**src/rtl/hcpf_rd_arbiter_if.sv**
```systemverilog
// AXI4 read address / read data channel pair shared by the HCPF read-stage arbiter.
// The master modport is the arbiter side, the slave modport is the interconnect side.
interface hcpf_rd_arbiter_if #(
    parameter int ADDR_W = 32,
    parameter int DATA_W = 64,
    parameter int ID_W   = 6
);
    logic              ar_valid;
    logic [ADDR_W-1:0] ar_addr;
    logic [7:0]        ar_len;
    logic [2:0]        ar_size;
    logic [ID_W-1:0]   ar_id;
    logic              ar_ready;

    logic              r_valid;
    logic [DATA_W-1:0] r_data;
    logic              r_last;
    logic [ID_W-1:0]   r_id;
    logic              r_ready;

    modport master (
        output ar_valid, ar_addr, ar_len, ar_size, ar_id,
        input  ar_ready,
        input  r_valid, r_data, r_last, r_id,
        output r_ready
    );

    modport slave (
        input  ar_valid, ar_addr, ar_len, ar_size, ar_id,
        output ar_ready,
        output r_valid, r_data, r_last, r_id,
        input  r_ready
    );
endinterface

```
**src/rtl/hcpf_rd_arbiter.sv**
```systemverilog
// Round-robin read arbiter for the HCPF FTL read stage.
// Each granted requester issues one AR burst tagged with its index in ar_id.
// R beats are steered back by r_id, and a per-requester outstanding cap is enforced.
//
// state    | meaning
// ---------+----------------------------------------------------------
// ST_IDLE  | arbitrate among eligible requesters, pulse req_ready
// ST_ISSUE | hold the latched AR burst until ar_ready
module hcpf_rd_arbiter #(
    parameter int N_REQ    = 3,
    parameter int ADDR_W   = 32,
    parameter int DATA_W   = 64,
    parameter int ID_W     = 6,
    parameter int MAX_OUTS = 4
) (
    input  logic                     clock,
    input  logic                     reset,
    input  logic [N_REQ-1:0]         req_valid,
    input  logic [N_REQ*ADDR_W-1:0]  req_addr,
    input  logic [N_REQ*8-1:0]       req_len,
    output logic [N_REQ-1:0]         req_ready,
    hcpf_rd_arbiter_if.master        axi,
    output logic [N_REQ-1:0]         rsp_valid,
    output logic [DATA_W-1:0]        rsp_data,
    output logic                     rsp_last,
    input  logic [N_REQ-1:0]         rsp_ready,
    output logic                     id_err,
    output logic                     busy
);
    localparam int CW = $clog2(MAX_OUTS + 1);
    localparam int PW = $clog2(N_REQ);

    typedef enum logic {
        ST_IDLE  = 1'b0,
        ST_ISSUE = 1'b1
    } state_t;

    state_t                     state_q, state_d;
    logic                       ar_valid_q, ar_valid_d;
    logic [ADDR_W-1:0]          ar_addr_q, ar_addr_d;
    logic [7:0]                 ar_len_q, ar_len_d;
    logic [ID_W-1:0]            ar_id_q, ar_id_d;
    logic [PW-1:0]              rr_ptr_q, rr_ptr_d;
    logic [N_REQ-1:0][CW-1:0]   outs_q, outs_d;
    logic                       id_err_q, id_err_d;

    logic [N_REQ-1:0]           elig;
    logic                       grant_found;
    logic [PW-1:0]              grant_idx;
    logic [PW-1:0]              issued_idx;
    logic                       ar_hs;
    logic                       r_hs;
    logic                       r_id_legal;
    logic                       r_ready_sel;

    assign issued_idx = ar_id_q[PW-1:0];
    assign ar_hs      = ar_valid_q && axi.ar_ready;
    assign r_hs       = axi.r_valid && axi.r_ready;
    assign r_id_legal = (axi.r_id < ID_W'(N_REQ));

    // Eligibility and round-robin search starting at rr_ptr with wrap-around.
    always_comb begin : arb_comb
        int          cand;
        logic [PW-1:0] cand_idx;
        cand        = 0;
        cand_idx    = '0;
        elig        = '0;
        grant_found = 1'b0;
        grant_idx   = '0;
        for (int i = 0; i < N_REQ; i++) begin
            elig[i] = req_valid[i] && (outs_q[i] < CW'(MAX_OUTS));
        end
        for (int k = 0; k < N_REQ; k++) begin
            cand = int'(rr_ptr_q) + k;
            if (cand >= N_REQ) begin
                cand = cand - N_REQ;
            end
            cand_idx = PW'(cand);
            if (!grant_found && elig[cand_idx]) begin
                grant_found = 1'b1;
                grant_idx   = cand_idx;
            end
        end
    end

    // Accept pulse: only in IDLE, one-hot on the granted requester, silent in reset.
    always_comb begin
        req_ready = '0;
        for (int i = 0; i < N_REQ; i++) begin
            req_ready[i] = !reset && (state_q == ST_IDLE) && grant_found &&
                           (grant_idx == PW'(i));
        end
    end

    // AR-side FSM: latch the granted burst, hold it until the handshake.
    always_comb begin
        state_d    = state_q;
        ar_valid_d = ar_valid_q;
        ar_addr_d  = ar_addr_q;
        ar_len_d   = ar_len_q;
        ar_id_d    = ar_id_q;
        rr_ptr_d   = rr_ptr_q;
        case (state_q)
            ST_IDLE: begin
                if (grant_found) begin
                    for (int i = 0; i < N_REQ; i++) begin
                        if (grant_idx == PW'(i)) begin
                            ar_addr_d = req_addr[i*ADDR_W +: ADDR_W];
                            ar_len_d  = req_len[i*8 +: 8];
                        end
                    end
                    ar_id_d    = ID_W'(grant_idx);
                    ar_valid_d = 1'b1;
                    state_d    = ST_ISSUE;
                end
            end
            ST_ISSUE: begin
                if (axi.ar_ready) begin
                    ar_valid_d = 1'b0;
                    state_d    = ST_IDLE;
                    rr_ptr_d   = (issued_idx == PW'(N_REQ - 1)) ? '0 : issued_idx + 1'b1;
                end
            end
            default: state_d = ST_IDLE;
        endcase
    end

    // R steering: illegal IDs are always drained so the interconnect never stalls on them.
    always_comb begin
        r_ready_sel = 1'b1;
        rsp_valid   = '0;
        for (int i = 0; i < N_REQ; i++) begin
            if (axi.r_id == ID_W'(i)) begin
                r_ready_sel = rsp_ready[i];
            end
            rsp_valid[i] = !reset && axi.r_valid && (axi.r_id == ID_W'(i));
        end
    end

    // Outstanding counters saturate at both ends; a last beat at zero flags an error.
    always_comb begin : outs_comb
        logic inc;
        logic dec;
        inc      = 1'b0;
        dec      = 1'b0;
        outs_d   = outs_q;
        id_err_d = id_err_q;
        if (axi.r_valid && !r_id_legal) begin
            id_err_d = 1'b1;
        end
        for (int i = 0; i < N_REQ; i++) begin
            inc = ar_hs && (ar_id_q == ID_W'(i));
            dec = r_hs && axi.r_last && (axi.r_id == ID_W'(i));
            if (inc && !dec) begin
                if (outs_q[i] != CW'(MAX_OUTS)) begin
                    outs_d[i] = outs_q[i] + 1'b1;
                end
            end else if (dec && !inc) begin
                if (outs_q[i] == '0) begin
                    id_err_d = 1'b1;
                end else begin
                    outs_d[i] = outs_q[i] - 1'b1;
                end
            end
        end
    end

    // State and tracking registers; reset drops all outstanding bookkeeping.
    always_ff @(posedge clock or posedge reset) begin
        if (reset) begin
            state_q    <= ST_IDLE;
            ar_valid_q <= 1'b0;
            ar_addr_q  <= '0;
            ar_len_q   <= '0;
            ar_id_q    <= '0;
            rr_ptr_q   <= '0;
            outs_q     <= '0;
            id_err_q   <= 1'b0;
        end else begin
            state_q    <= state_d;
            ar_valid_q <= ar_valid_d;
            ar_addr_q  <= ar_addr_d;
            ar_len_q   <= ar_len_d;
            ar_id_q    <= ar_id_d;
            rr_ptr_q   <= rr_ptr_d;
            outs_q     <= outs_d;
            id_err_q   <= id_err_d;
        end
    end

    assign axi.ar_valid = ar_valid_q;
    assign axi.ar_addr  = ar_addr_q;
    assign axi.ar_len   = ar_len_q;
    assign axi.ar_size  = 3'd3;
    assign axi.ar_id    = ar_id_q;
    assign axi.r_ready  = !reset && r_ready_sel;

    assign rsp_data = axi.r_data;
    assign rsp_last = axi.r_last;
    assign id_err   = id_err_q;
    assign busy     = ar_valid_q || (|outs_q);
endmodule

```
**src/flat_wrapper.sv**
```systemverilog
// flat-port wrapper written by rule: the top's interface ports become plain ports
module hcpf_rd_arbiter_flat 
#(
    parameter int N_REQ    = 3,
    parameter int ADDR_W   = 32,
    parameter int DATA_W   = 64,
    parameter int ID_W     = 6,
    parameter int MAX_OUTS = 4
)
  (clock, reset, req_valid, req_addr, req_len, req_ready, rsp_valid, rsp_data, rsp_last, rsp_ready, id_err, busy, axi_ar_valid, axi_ar_addr, axi_ar_len, axi_ar_size, axi_ar_id, axi_ar_ready, axi_r_valid, axi_r_data, axi_r_last, axi_r_id, axi_r_ready);
  hcpf_rd_arbiter_if #(.ADDR_W(ADDR_W), .DATA_W(DATA_W), .ID_W(ID_W)) axi_i ();
  input  logic clock;
  input  logic reset;
  input  logic [N_REQ-1:0] req_valid;
  input  logic [N_REQ*ADDR_W-1:0] req_addr;
  input  logic [N_REQ*8-1:0] req_len;
  output logic [N_REQ-1:0] req_ready;
  output logic [N_REQ-1:0] rsp_valid;
  output logic [DATA_W-1:0] rsp_data;
  output logic rsp_last;
  input  logic [N_REQ-1:0] rsp_ready;
  output logic id_err;
  output logic busy;
  output wire logic [$bits(axi_i.ar_valid)-1:0] axi_ar_valid;
  output wire logic [$bits(axi_i.ar_addr)-1:0] axi_ar_addr;
  output wire logic [$bits(axi_i.ar_len)-1:0] axi_ar_len;
  output wire logic [$bits(axi_i.ar_size)-1:0] axi_ar_size;
  output wire logic [$bits(axi_i.ar_id)-1:0] axi_ar_id;
  input wire logic [$bits(axi_i.ar_ready)-1:0] axi_ar_ready;
  input wire logic [$bits(axi_i.r_valid)-1:0] axi_r_valid;
  input wire logic [$bits(axi_i.r_data)-1:0] axi_r_data;
  input wire logic [$bits(axi_i.r_last)-1:0] axi_r_last;
  input wire logic [$bits(axi_i.r_id)-1:0] axi_r_id;
  output wire logic [$bits(axi_i.r_ready)-1:0] axi_r_ready;
  assign axi_ar_valid = axi_i.ar_valid;
  assign axi_ar_addr = axi_i.ar_addr;
  assign axi_ar_len = axi_i.ar_len;
  assign axi_ar_size = axi_i.ar_size;
  assign axi_ar_id = axi_i.ar_id;
  assign axi_i.ar_ready = axi_ar_ready;
  assign axi_i.r_valid = axi_r_valid;
  assign axi_i.r_data = axi_r_data;
  assign axi_i.r_last = axi_r_last;
  assign axi_i.r_id = axi_r_id;
  assign axi_r_ready = axi_i.r_ready;
  hcpf_rd_arbiter #(.N_REQ(N_REQ), .ADDR_W(ADDR_W), .DATA_W(DATA_W), .ID_W(ID_W), .MAX_OUTS(MAX_OUTS)) u_core (.clock(clock), .reset(reset), .req_valid(req_valid), .req_addr(req_addr), .req_len(req_len), .req_ready(req_ready), .axi(axi_i), .rsp_valid(rsp_valid), .rsp_data(rsp_data), .rsp_last(rsp_last), .rsp_ready(rsp_ready), .id_err(id_err), .busy(busy));
endmodule
```
**config.mk**
```make
export PLATFORM = sky130hd
export DESIGN_NAME = hcpf_rd_arbiter_flat
export DESIGN_NICKNAME = d
export VERILOG_FILES = /design/src/rtl/hcpf_rd_arbiter_if.sv /design/src/rtl/hcpf_rd_arbiter.sv /design/src/flat_wrapper.sv
export SDC_FILE = /design/constraint.sdc
export NUM_CORES = 1
export LEC_CHECK = 0
export CORE_MARGIN = 2
export CORE_UTILIZATION = 32
export DETAILED_ROUTE_END_ITERATION = 10
export PLACE_DENSITY = 0.85
export SLEW_MARGIN = 20
export SYNTH_ARGS = -nofsm -noshare
export SYNTH_HDL_FRONTEND = slang
export SYNTH_SLANG_ARGS = --single-unit
```
**constraint.sdc**
```tcl
create_clock -name clock -period 2.88 [get_ports clock]
set_input_delay 0.576 -clock clock [delete_from_list [all_inputs] [get_ports clock]]
set_output_delay 0.576 -clock clock [all_outputs]
set_load 0.02 [all_outputs]
```
* Word level (Yosys, flattened, before mapping)
Index checks and enable logic that the tools add are counted.
** Cells by class
- Add/sub/neg operators :: 12
- Magnitude comparators :: 10
- Equality and inequality tests :: 17
- Multiplexer cells :: 53
- Bitwise logic cells :: 1
- Reductions and logical operators :: 60
** Operator list (number)
- 2-to-1 mux 32 bit :: 3
- 2-to-1 mux 3 bit :: 12
- logical AND 1 bit :: 31
- 2-to-1 mux 8 bit :: 3
- 2-to-1 mux 1 bit :: 23
- 2-to-1 mux 2 bit :: 7
- logical NOT 6 bit :: 2
- AND reduction 3 bit :: 4
- logical NOT 1 bit :: 10
- adder 3 x 1 -> 3 bit (second input constant) :: 3
- logical NOT 3 bit :: 3
- < comparator 2 x 3 -> 1 bit (second input constant) :: 3
- < comparator 3 bit (second input constant) :: 3
- inequality test 3 bit (second input constant) :: 3
- OR reduction 9 bit :: 1
- subtractor 3 x 1 -> 3 bit (second input constant) :: 3
- inequality test 2 x 1 -> 1 bit (second input constant) :: 4
- inequality test 2 bit (second input constant) :: 4
- binary-select mux 1 bit (select 2 bit) :: 3
- equality test 6 x 1 -> 1 bit (second input constant) :: 1
- equality test 6 x 2 -> 1 bit (second input constant) :: 1
- >= comparator 3 x 2 -> 1 bit (second input constant) :: 2
- < comparator 6 x 2 -> 1 bit (second input constant) :: 1
- AND reduction 2 bit :: 3
- 14 further kinds :: 20
** Storage, ports and cells
- Register bits after elaboration :: 56
- Input bits :: 201
- Output and inout port bits :: 124
- Word-level logic and storage cells :: 163

* Logic depth before layout (Yosys ltp)
Gate-level depths: netlist (run 1).
- Word-level depth :: 17
- Gate-level depth with buffers :: 10
- Mapped depth without buffers :: 8

* Least setup slack after synthesis (run 1)
Ideal clock, no wire load.
- Kind :: input to output
- Start :: in reset
- End :: out rsp_valid[2]
- Arrival time :: 2.784 ns
- Data required time :: 2.304 ns
- Setup slack :: -0.480 ns
- Stages :: 3
- Path buffers :: 0
- Cell sequence :: inv_1 > nand2_1 > nor4b_1
** Between the ends
- Longest elaborated chain between the ends :: 3
** Ends and longest elaborated chain
- start, declared :: line flat_wrapper.sv:13 : input logic reset;
- logical NOT 1 bit :: line hcpf_rd_arbiter.sv:136 : rsp_valid[i] = !reset && axi.r_valid && (axi.r_id == ID_W'(i));
- logical AND 1 bit (2 in a row) :: line hcpf_rd_arbiter.sv:136
- end, declared :: line flat_wrapper.sv:18 : output logic [N_REQ-1:0] rsp_valid;
No other way between the ends.

* Final worst setup path (run 1)
- Start :: in req_valid[0]
- End :: out req_ready[0]
** Between the ends
- Longest elaborated chain between the ends :: 12
- Elaborated cells between the ends (all ways) :: 20
- Classes of those cells :: 12 x mux; 8 x reduce/logical
** Ends and longest elaborated chain
- start, declared :: line flat_wrapper.sv:14 : input logic [N_REQ-1:0] req_valid;
- logical AND 1 bit (*) :: line hcpf_rd_arbiter.sv:71 : elig[i] = req_valid[i] && (outs_q[i] < CW'(MAX_OUTS));
- binary-select mux 1 bit (select 2 bit) :: line hcpf_rd_arbiter.sv:79 : if (!grant_found && elig[cand_idx]) begin
- 2-to-1 mux 1 bit (implied by the code) :: line hcpf_rd_arbiter.sv:79
- 2-to-1 mux 1 bit :: line hcpf_rd_arbiter.sv:79
- logical NOT 1 bit :: line hcpf_rd_arbiter.sv:79
- logical AND 1 bit :: line hcpf_rd_arbiter.sv:79
- 2-to-1 mux 1 bit :: line hcpf_rd_arbiter.sv:79
- logical NOT 1 bit :: line hcpf_rd_arbiter.sv:79
- logical AND 1 bit :: line hcpf_rd_arbiter.sv:79
- 2-to-1 mux 2 bit or 2-to-1 mux 1 bit (tied branches) :: line hcpf_rd_arbiter.sv:79
- logical NOT 2 bit or logical AND 1 bit (tied branches) :: line hcpf_rd_arbiter.sv:91, hcpf_rd_arbiter.sv:90
- logical AND 1 bit (*) :: line hcpf_rd_arbiter.sv:90 : req_ready[i] = !reset && (state_q == ST_IDLE) && grant_found &&
- end, declared :: line flat_wrapper.sv:17 : output logic [N_REQ-1:0] req_ready;
Every way passes the cells marked *; elsewhere a longest branch is shown, timed or not. The select of a mux whose other input is x is not followed.

==> impl_metrics.toml, run 1 <==
[status]
status = "finished, final reports clean"

[grt]
grt_pass1_wl_mm = 26.9
grt_max_degree = 57
antenna_found_initial = 2
overflow = 0
grt_pass1_vias = 5171
grt_usage = 0.208

[timing]
clock_skew_ns = 0.00943
fmax_mhz = 351
slew_headroom = 0.489
min_period_ns = 2.85
fin_setup_tns_ns = 0
finalSetupViolCount = 0
hold_viol = 0
fin_crit_sh = 0.989
tightestPinTransition_ns = 0.767
maxSlewViolCount = 0
setup_ws_ns = 0.0328
holdWs_ns = 0.485

[worst_setup_path]
worst-path-stages = 7
critical_path_buf_inv_count = 3
path_max_fanout = 4
path_cells = "clkdlybuf4s50_1 > nand2b_4 > a211oi_4 > or3_2 > buf_4 > and4_1 > buf_2"
crit_slowest_cell = "or3_2"
arrival_ns = 2.27
cp-end-kind = "output port"
cp_top_family = "simple AND/OR/NAND/NOR gates"
cp_slowest_stage_delay_ns = 0.51
critPathKind = "in2out"
crit_required_ns = 2.30
worst-r2r-cell-count = 9
start_kind = "input pin"

[logic_synthesis]
yosys.area.top_type = "dfrtp_1"
synth-edff-count = 0
synthArstFlopShare = 1.00
yosys_warnings = 0
ys_ff_latch = 56
ys_types = 61
synth_top_area_share = 0.293
syn_inst = 526
netlist_top_cells_area = "dfrtp_1, buf_4, mux2_2"
synth_top_flop_cell = "dfrtp_1"
synth.cell_area_sq_um = 4790
seq_area_frac_synth = 0.293
synth_area_per_cell_sq_um = 9.11

[clock_network]
clk_latency_ns = 0.31
cts_root_buffer = "clkbuf_16"
path_clk_slew_ns = 0.07
htree_levels = 2
cts.sinks = 56
cts_tree = "done"
cts_buffers = 5
cts_buffer_depth = 2
hold_buffers = 0

[detailed_routing]
viasPerCell = 6.06
num_vias = 5124
drc = 0
drtIter0Drc = 338
antenna_left = 0
drt_wl_total_mm = 17.2
drt_pass1_iterations = 5
wl_per_cell_um = 20.3

[floorplan]
dieArea_sq_um = 16000
start_util = 0.328
coreArea_sq_um = 14600
die_w_um = 126
io_pins = 325
rows = 44
die_height_um = 126

[hold_path]
min_path_cells = 2
hold_path.class = "reg2reg"

[cells_and_area]
nets = 865
utilization = 0.476
fin_area_sq_um = 6950
layoutNonFillerInstCount = 846
drive_gt1_frac = 0.215
syn2layout_area_growth_pct = 45.0

[placed_design]
place_ws_ns = -0.576
dp_cells = 831
place.gp.congestion = 0.868
port_buffers = 189
dpl-instance-area_sq_um = 6680
hpwlAfterDp_mm = 11.6

[power]
vdd_drop_max_uv = 573
p_leak_nw = 2.54
power_density_nw_per_um2 = 1030
p_total_mw = 7.17

[run]
cap_violations = 0
-- registers in the layout, indices dropped and copies added, names as in the netlist --
signal	flops
u_core.state_q	1
u_core.axi.ar_addr	32
u_core.axi.ar_len	8
u_core.rr_ptr_q	2
u_core.axi.ar_valid	1
u_core.id_err	1
u_core.outs_q	9
u_core.axi.ar_id	2
-- synth_stat cells (all sizes together) (9+ instances only) --
library cell	count
nor2	16
nand2	15
clkbuf	49
a31oi	41
o21ai	9
dfrtp	56
buf	84
o2111ai	39
mux2	40
o41ai	39
nor4	48
-- worst min-delay path, delay by kind of cell (launching register included) --
family         cells  cell delay [ns]
flip-flops         1             0.35
AO/OA/AOI/OAI      2             0.11
-- layout make-up --
type                    instances  area (sq um)
multi-input cells             335          2700
clock inverters                 1          30.0
inverters                       7          30.0
flip-flops and latches         56          1400
well taps                     184           230
repair buffers                254          2390
fillers                      1355          7640
clock buffers                   7           153
diodes                          2          5.00
-- layer usage --
metal | track usage | vias up | part of all wire
li1 | - | 2280 | -
met1 | 0.240 | 2472 | 0.37
met2 | 0.359 | 314 | 0.50
met3 | 0.0561 | 58 | 0.098
met4 | 0.0983 | 0 | 0.032
met5 | 0 | - | 0
-- path summary, 6_finish.rpt --
kind | to | slack, ns | from
worst max-delay path | req_ready[0] | 0.03 | req_valid[0]
worst min-delay path | u_core.id_err$_DFF_PP0_ | 0.48 | u_core.id_err$_DFF_PP0_
worst max register to register | u_core.axi.ar_addr[14]$_DFFE_PP0P_ | 0.26 | u_core.rr_ptr_q[1]$_DFFE_PP0P_
worst min register to register | u_core.id_err$_DFF_PP0_ | 0.48 | u_core.id_err$_DFF_PP0_
max in group asynchronous | u_core.axi.ar_addr[19]$_DFFE_PP0P_ | 1.36 | reset
min in group asynchronous | u_core.id_err$_DFF_PP0_ | 0.98 | reset
-- kinds of logic (layout without fill, tap and decap cells) --
| kind of cell | after synthesis | count (layout) | share of synthesized area |
|---|---|---|---|
| and+or+nand+nor | 116 | 116 | 0.148 |
| xor gates and xnor gates | 5 | 5 | 0.0107 |
| adders and majority gates | 6 | 6 | 0.0198 |
| buffers and inverters | 140 | 269 | 0.173 |
| AOI/OAI and AO/OA | 159 | 159 | 0.257 |
| muxes | 42 | 42 | 0.0982 |
| other | 2 | 9 | 0.00157 |
| DFF | 56 | 56 | 0.293 |
-- placed cells by master (no fill, tap or decap), types with 5 or more instances in the layout --
master,instances
clkdlybuf4s50_1,180
buf_4,63
dfrtp_1,56
nor4_1,44
a31oi_1,41
o41ai_1,39
o2111ai_1,39
mux2_2,38
nand2_1,15
nor2_1,15
o21ai_0,8
conb_1,7
inv_1,6
nor3_1,5
clkbuf_16,5
-- power by group --
| part | total (mW) | leakage [nW] | internal (mW) | switching, mW |
|---|---|---|---|---|
| combinational | 4.93 | 1.79 | 2.21 | 2.73 |
| clock | 0.764 | 0.0901 | 0.459 | 0.305 |
| sequential | 1.47 | 0.666 | 1.19 | 0.286 |
-- repair_timing --
item                                    CTS  global route
pin swaps                                 1             3
endpoints found under the setup margin    6             6
resized for setup                        25             8
buffers inserted                          2             3
No activity file was read; power rests on OpenSTA's default activity.
==> run 2, diff against run 1 <==
- CTS_BUF_LIST: not set -> sky130_fd_sc_hd__clkbuf_16
==> run 2 against run 1 <==
Against the previous run:
- global-route usage stayed put
- critical path depth stayed put
- first-iteration DRC count stayed put
- worst setup slack about the same
- register-to-register slack barely moved
- clock power decreased by 7.2%
- sequential cell count unchanged
- fmax is essentially flat
- die area unchanged
- worst hold slack about the same
- clock-buffer cell count decreased by 2
- clock skew about the same
- critical endpoint unchanged
==> impl_metrics.toml, run 2 (synthesis results as in run 1) <==
[power]
p_int_mw = 3.80
power_density_nw_per_um2 = 1030
p_leak_nw = 2.53
pwr-share-seq = 0.207
p_switching_mw = 3.31
vdd_drop_max_uv = 573
p_total_mw = 7.11
clkPwrFrac = 0.100
switching_share = 0.466
pwr-share-comb = 0.693

[grt]
overflow = 0
antenna_found_initial = 2
grt_pass1_wl_mm = 26.9
grt_pass1_vias = 5171
grt_usage = 0.208
grt_max_degree = 57

[floorplan]
die_w_um = 126
dieArea_sq_um = 16000
rows = 44
io_pins = 325
coreArea_sq_um = 14600
die_height_um = 126
start_util = 0.328

[worst_setup_path]
critPathKind = "in2out"
start_kind = "input pin"
crit_required_ns = 2.30
arrival_ns = 2.27
cp-end-kind = "output port"
path_max_fanout = 4

[clock_network]
path_clk_slew_ns = 0.07
cts_root_buffer = "clkbuf_16"
cts_tree = "done"
hold_buffers = 0
htree_levels = 2
cts_buffers = 5
cts.sinks = 56
clk_latency_ns = 0.31
cts_buffer_depth = 2

[placed_design]
place.gp.congestion = 0.868
dp_cells = 831
port_buffers = 189
hpwlAfterDp_mm = 11.6
place_ws_ns = -0.576
dpl-instance-area_sq_um = 6680

[timing]
fin_crit_sh = 0.989
hold_viol = 0
maxSlewViolCount = 0
setup_ws_ns = 0.0327
fmax_mhz = 351
min_period_ns = 2.85
slew_headroom = 0.489
tightestPinTransition_ns = 0.767
finalSetupViolCount = 0
clock_skew_ns = 0.00943

[cells_and_area]
layoutNonFillerInstCount = 846
seq_area_sq_um = 1400
multi_input_area_sq_um = 2700
fin_area_sq_um = 6930
nFillCells = 1360
drive_gt1_frac = 0.212
syn2layout_area_growth_pct = 44.6
utilization = 0.475
mostFrequentLayoutCells = "clkdlybuf4s50_1, buf_4, dfrtp_1"
final_common_cell = "clkdlybuf4s50_1"
largest_reg_flops = 32
nets = 865

[detailed_routing]
drt_wl_total_mm = 17.2
wl_per_cell_um = 20.3
antenna_left = 0
drtIter0Drc = 338
viasPerCell = 6.04
drt_pass1_iterations = 4
drc = 0
num_vias = 5108

[run]
cap_violations = 0

[hold_path]
hold_path.class = "reg2reg"

[status]
status = "finished, final reports clean"
## run 2: changes by cell type in the layout (fill, tap and decap cells not counted)
cell | previous run | this run
clkbuf_8 | 2 | 0
clkinv_1 | 0 | 2
## run 2: timing repair
action | CTS | global route
resized for setup | 25 | 8
buffers inserted | 2 | 3
pin swaps | 1 | 3
setup endpoints to repair | 6 | 6
## run 2: cell type report
type | instances | share of cell area
multi-input combinational | 335 | 0.390
timing repair buffer | 254 | 0.345
sequential | 56 | 0.202
tap | 184 | 0.0332
clock buffer | 5 | 0.0181
clock inverter | 3 | 0.00542
inverter | 7 | 0.00434
antenna | 2 | 0.000723
## run 2: stage by stage
| stage | hold slack [ns] | setup TNS, ns |
|---|---|---|
| floorplan | 0.475 | 0 |
| finish | 0.485 | 0 |
| global route | 0.528 | -0.0175 |
| detailed placement | 0.473 | -11.61 |
| CTS | 0.490 | -0.0919 |
| global placement | 0.471 | -9.73 |
## run 2: path summary, 6_finish.rpt
kind	from	to	slack (ns)	cells past startpoint
min in group asynchronous	reset	u_core.id_err$_DFF_PP0_	0.98	3
worst max-delay path	req_valid[0]	req_ready[0]	0.03	7
max in group asynchronous	reset	u_core.axi.ar_addr[19]$_DFFE_PP0P_	1.36	3
worst min-delay path	u_core.id_err$_DFF_PP0_	u_core.id_err$_DFF_PP0_	0.48	2
worst max register to register	u_core.rr_ptr_q[1]$_DFFE_PP0P_	u_core.axi.ar_addr[14]$_DFFE_PP0P_	0.26	9
worst min register to register	u_core.id_err$_DFF_PP0_	u_core.id_err$_DFF_PP0_	0.48	2
## run 2: routing by layer
| layer | share of wire | wire length (um) | up-vias | global-route usage |
|---|---|---|---|---|
| met1 | 0.37 | 6440 | 2464 | 0.240 |
| met4 | 0.032 | 544 | 0 | 0.0983 |
| li1 | - | - | 2277 | - |
| met2 | 0.49 | 8500 | 309 | 0.359 |
| met3 | 0.099 | 1700 | 58 | 0.0561 |
| met5 | 0 | 0 | - | 0 |
## run 2: power by group through the flow
stage / Sequential, mW / Combinational, mW / Clock [mW]
3_5_place_dp: 1.48 / 4.74 / 0
2_1_floorplan: 1.82 / 2.62 / 0
5_1_grt: 1.52 / 5.24 / 0.751
3_3_place_gp: 1.47 / 4.67 / 0
6_report: 1.47 / 4.93 / 0.709
4_1_cts: 1.47 / 4.81 / 0.724
## run 2: critical path: stages
cell	delay (ns)
clkdlybuf4s50_1	0.47
nand2b_4	0.14
a211oi_4	0.07
or3_2	0.51
buf_4	0.16
and4_1	0.18
buf_2	0.16
==> run 3, diff against run 2 <==
--- a/config.mk
+++ b/config.mk
@@ -11,2 +11,3 @@
 export DETAILED_ROUTE_END_ITERATION = 10
+export GPL_TIMING_DRIVEN = 0
 export PLACE_DENSITY = 0.85
==> constraint.sdc (replaced) <==
create_clock -name clock -period 2.88 [get_ports clock]
set_input_delay 0.432 -clock clock [delete_from_list [all_inputs] [get_ports clock]]
set_output_delay 0.432 -clock clock [all_outputs]
set_load 0.02 [all_outputs]
==> run 3 against run 2 <==
Against the previous run:
- clock power is 13% lower
- cell count is 16% higher
- critical path depth is 2 higher
- largest power group unchanged
- register-to-register slack hardly changed
- first-iteration DRC count is 9.2% higher
- worst hold slack worse by 0.0061 ns
- sequential power hardly changed
- clock-buffer cell count stayed put
- fmax is 0.92% higher
==> impl_metrics.toml, run 3 (synthesis results as in run 1) <==
[run]
cap_violations = 0

[power]
p_leak_nw = 2.96
pwr-share-comb = 0.701
clkPwrFrac = 0.087
power_density_nw_per_um2 = 892
p_switching_mw = 3.34
switching_share = 0.470
pwr-share-seq = 0.212
vdd_drop_max_uv = 563
p_total_mw = 7.09
p_int_mw = 3.75

[grt]
grt_usage = 0.215
grt_max_degree = 25
grt_pass1_vias = 5284
grt_pass1_wl_mm = 27.8
antenna_found_initial = 0
overflow = 0

[worst_setup_path]
path_cells = "clkdlybuf4s50_1 > nand2b_1 > buf_2 > and3_1 > a221o_2 > nor2_4 > buf_8 > and4_1 > buf_2"
cp_slowest_stage_delay_ns = 0.47
crit_slowest_cell = "clkdlybuf4s50_1"
critPathMostFrequentCell = "buf_2"
start_kind = "input pin"
critPathKind = "in2out"
arrival_ns = 2.39
cp-end-kind = "output port"
path_max_fanout = 10
cp_top_family = "buffers and inverters"
critical_path_buf_inv_count = 4
crit_required_ns = 2.45

[detailed_routing]
num_vias = 5480
viasPerCell = 5.57
drt_wl_total_mm = 18.2
drtIter0Drc = 369
antenna_left = 0
drc = 0
wl_per_cell_um = 18.5
drt_pass1_iterations = 6

[clock_network]
cts_tree = "done"
htree_levels = 2
cts_buffer_depth = 2
cts_root_buffer = "clkbuf_16"
clk_latency_ns = 0.31
cts.sinks = 56
path_clk_slew_ns = 0.07
hold_buffers = 0
cts_buffers = 5

[timing]
tightestPinTransition_ns = 0.781
slew_headroom = 0.476
fmax_mhz = 354
holdWs_ns = 0.479
min_period_ns = 2.82
rsz0062_at_grt = "yes"
clock_skew_ns = 0.0124
maxSlewViolCount = 0
hold_viol = 0
finalSetupViolCount = 0
fin_crit_sh = 0.980

[placed_design]
hpwlAfterDp_mm = 13.8
place.gp.congestion = 0.848
port_buffers = 252

[floorplan]
die_height_um = 126
start_util = 0.328
dieArea_sq_um = 16000
io_pins = 325
die_w_um = 126
rows = 44
coreArea_sq_um = 14600

[cells_and_area]
drive_gt1_frac = 0.215
largest_reg_flops = 32
nets = 1005
num_antenna_cells = 0
mostFrequentLayoutCells = "clkdlybuf4s50_1, buf_4, dfrtp_1"
syn2layout_area_growth_pct = 65.8
final_common_cell = "clkdlybuf4s50_1"

[hold_path]
hold_path.class = "reg2reg"

[status]
status = "finished, final reports clean"
## run 3: cell types whose count changed in the layout (fill, tap and decap cells not counted), sizes merged, moves of 2 or more
cell,before,now
buf,68,98
clkbuf,5,52
clkdlybuf4s50,180,247
diode,2,0
dlygate4sd2,4,1
## run 3: area by class of cell
type	count	area, sq um
Sequential cell	56	1400
Timing Repair Buffer	263	2630
Fill cell	1339	6640
Tap cell	184	230
Multi-Input combinational cell	335	2680
Inverter	7	30.0
Clock inverter	3	15.0
Clock buffer	5	125
Buffer	131	837
## run 3: path summary, 6_finish.rpt
check | slack, ns | depth (start not counted) | end | startpoint
min in group asynchronous | 0.85 | 3 | u_core.outs_q[0]$_DFFE_PP0P_ | reset
worst min-delay path | 0.48 | 2 | u_core.id_err$_DFF_PP0_ | u_core.id_err$_DFF_PP0_
worst min register to register | 0.48 | 2 | u_core.id_err$_DFF_PP0_ | u_core.id_err$_DFF_PP0_
max in group asynchronous | 1.69 | 4 | u_core.rr_ptr_q[0]$_DFFE_PP0P_ | reset
worst max register to register | 0.26 | 8 | u_core.axi.ar_addr[14]$_DFFE_PP0P_ | u_core.rr_ptr_q[1]$_DFFE_PP0P_
worst max-delay path | 0.06 | 9 | req_ready[0] | req_valid[2]
## run 3: power groups by stage
stage          clock, mW  combinational [mW]  sequential, mW
2_1_floorplan          0                2.62            1.82
3_3_place_gp           0                4.59            1.49
3_5_place_dp           0                4.67            1.50
4_1_cts            0.640                4.88            1.49
5_1_grt            0.676                5.33            1.57
6_report           0.616                4.97            1.50
## run 3: routing by layer
layer | global-route usage | part of all wire
met5 | 0 | 0
met4 | 0.0588 | 0.017
met3 | 0.0464 | 0.080
met2 | 0.372 | 0.50
met1 | 0.270 | 0.40
## run 3: worst reg2reg max path: stages (launching register included)
cell       delay, ns
dfrtp_1         0.43
inv_1           0.09
ha_4            0.18
buf_8           0.14
nor3_1          0.63
clkbuf_1        0.47
nor4_1          0.14
a311oi_1        0.31
a2bb2oi_1       0.09
## run 3: timing repair
action / in CTS / in global routing
endpoints found under the setup margin: 6 / 6
resized for setup: 43 / 14
cloned: 0 / 0
pin swaps: 5 / 6
buffers inserted: 6 / 3
## run 3: through the flow
| step | TNS, ns | cells | utilization | setup slack, ns | area (sq um) |
|---|---|---|---|---|---|
| floorplan | 0 | 531 | - | 0.101 | 4810 |
| global placement | -8.62 | 967 | 0.519 | -0.968 | 7570 |
| detailed placement | -8.43 | 969 | 0.522 | -0.921 | 7610 |
| CTS | -0.0207 | 982 | 0.540 | -0.0207 | 7880 |
| global route | -0.0101 | 984 | 0.545 | -0.00785 | 7950 |
| finish | 0 | 984 | 0.545 | 0.0586 | 7950 |
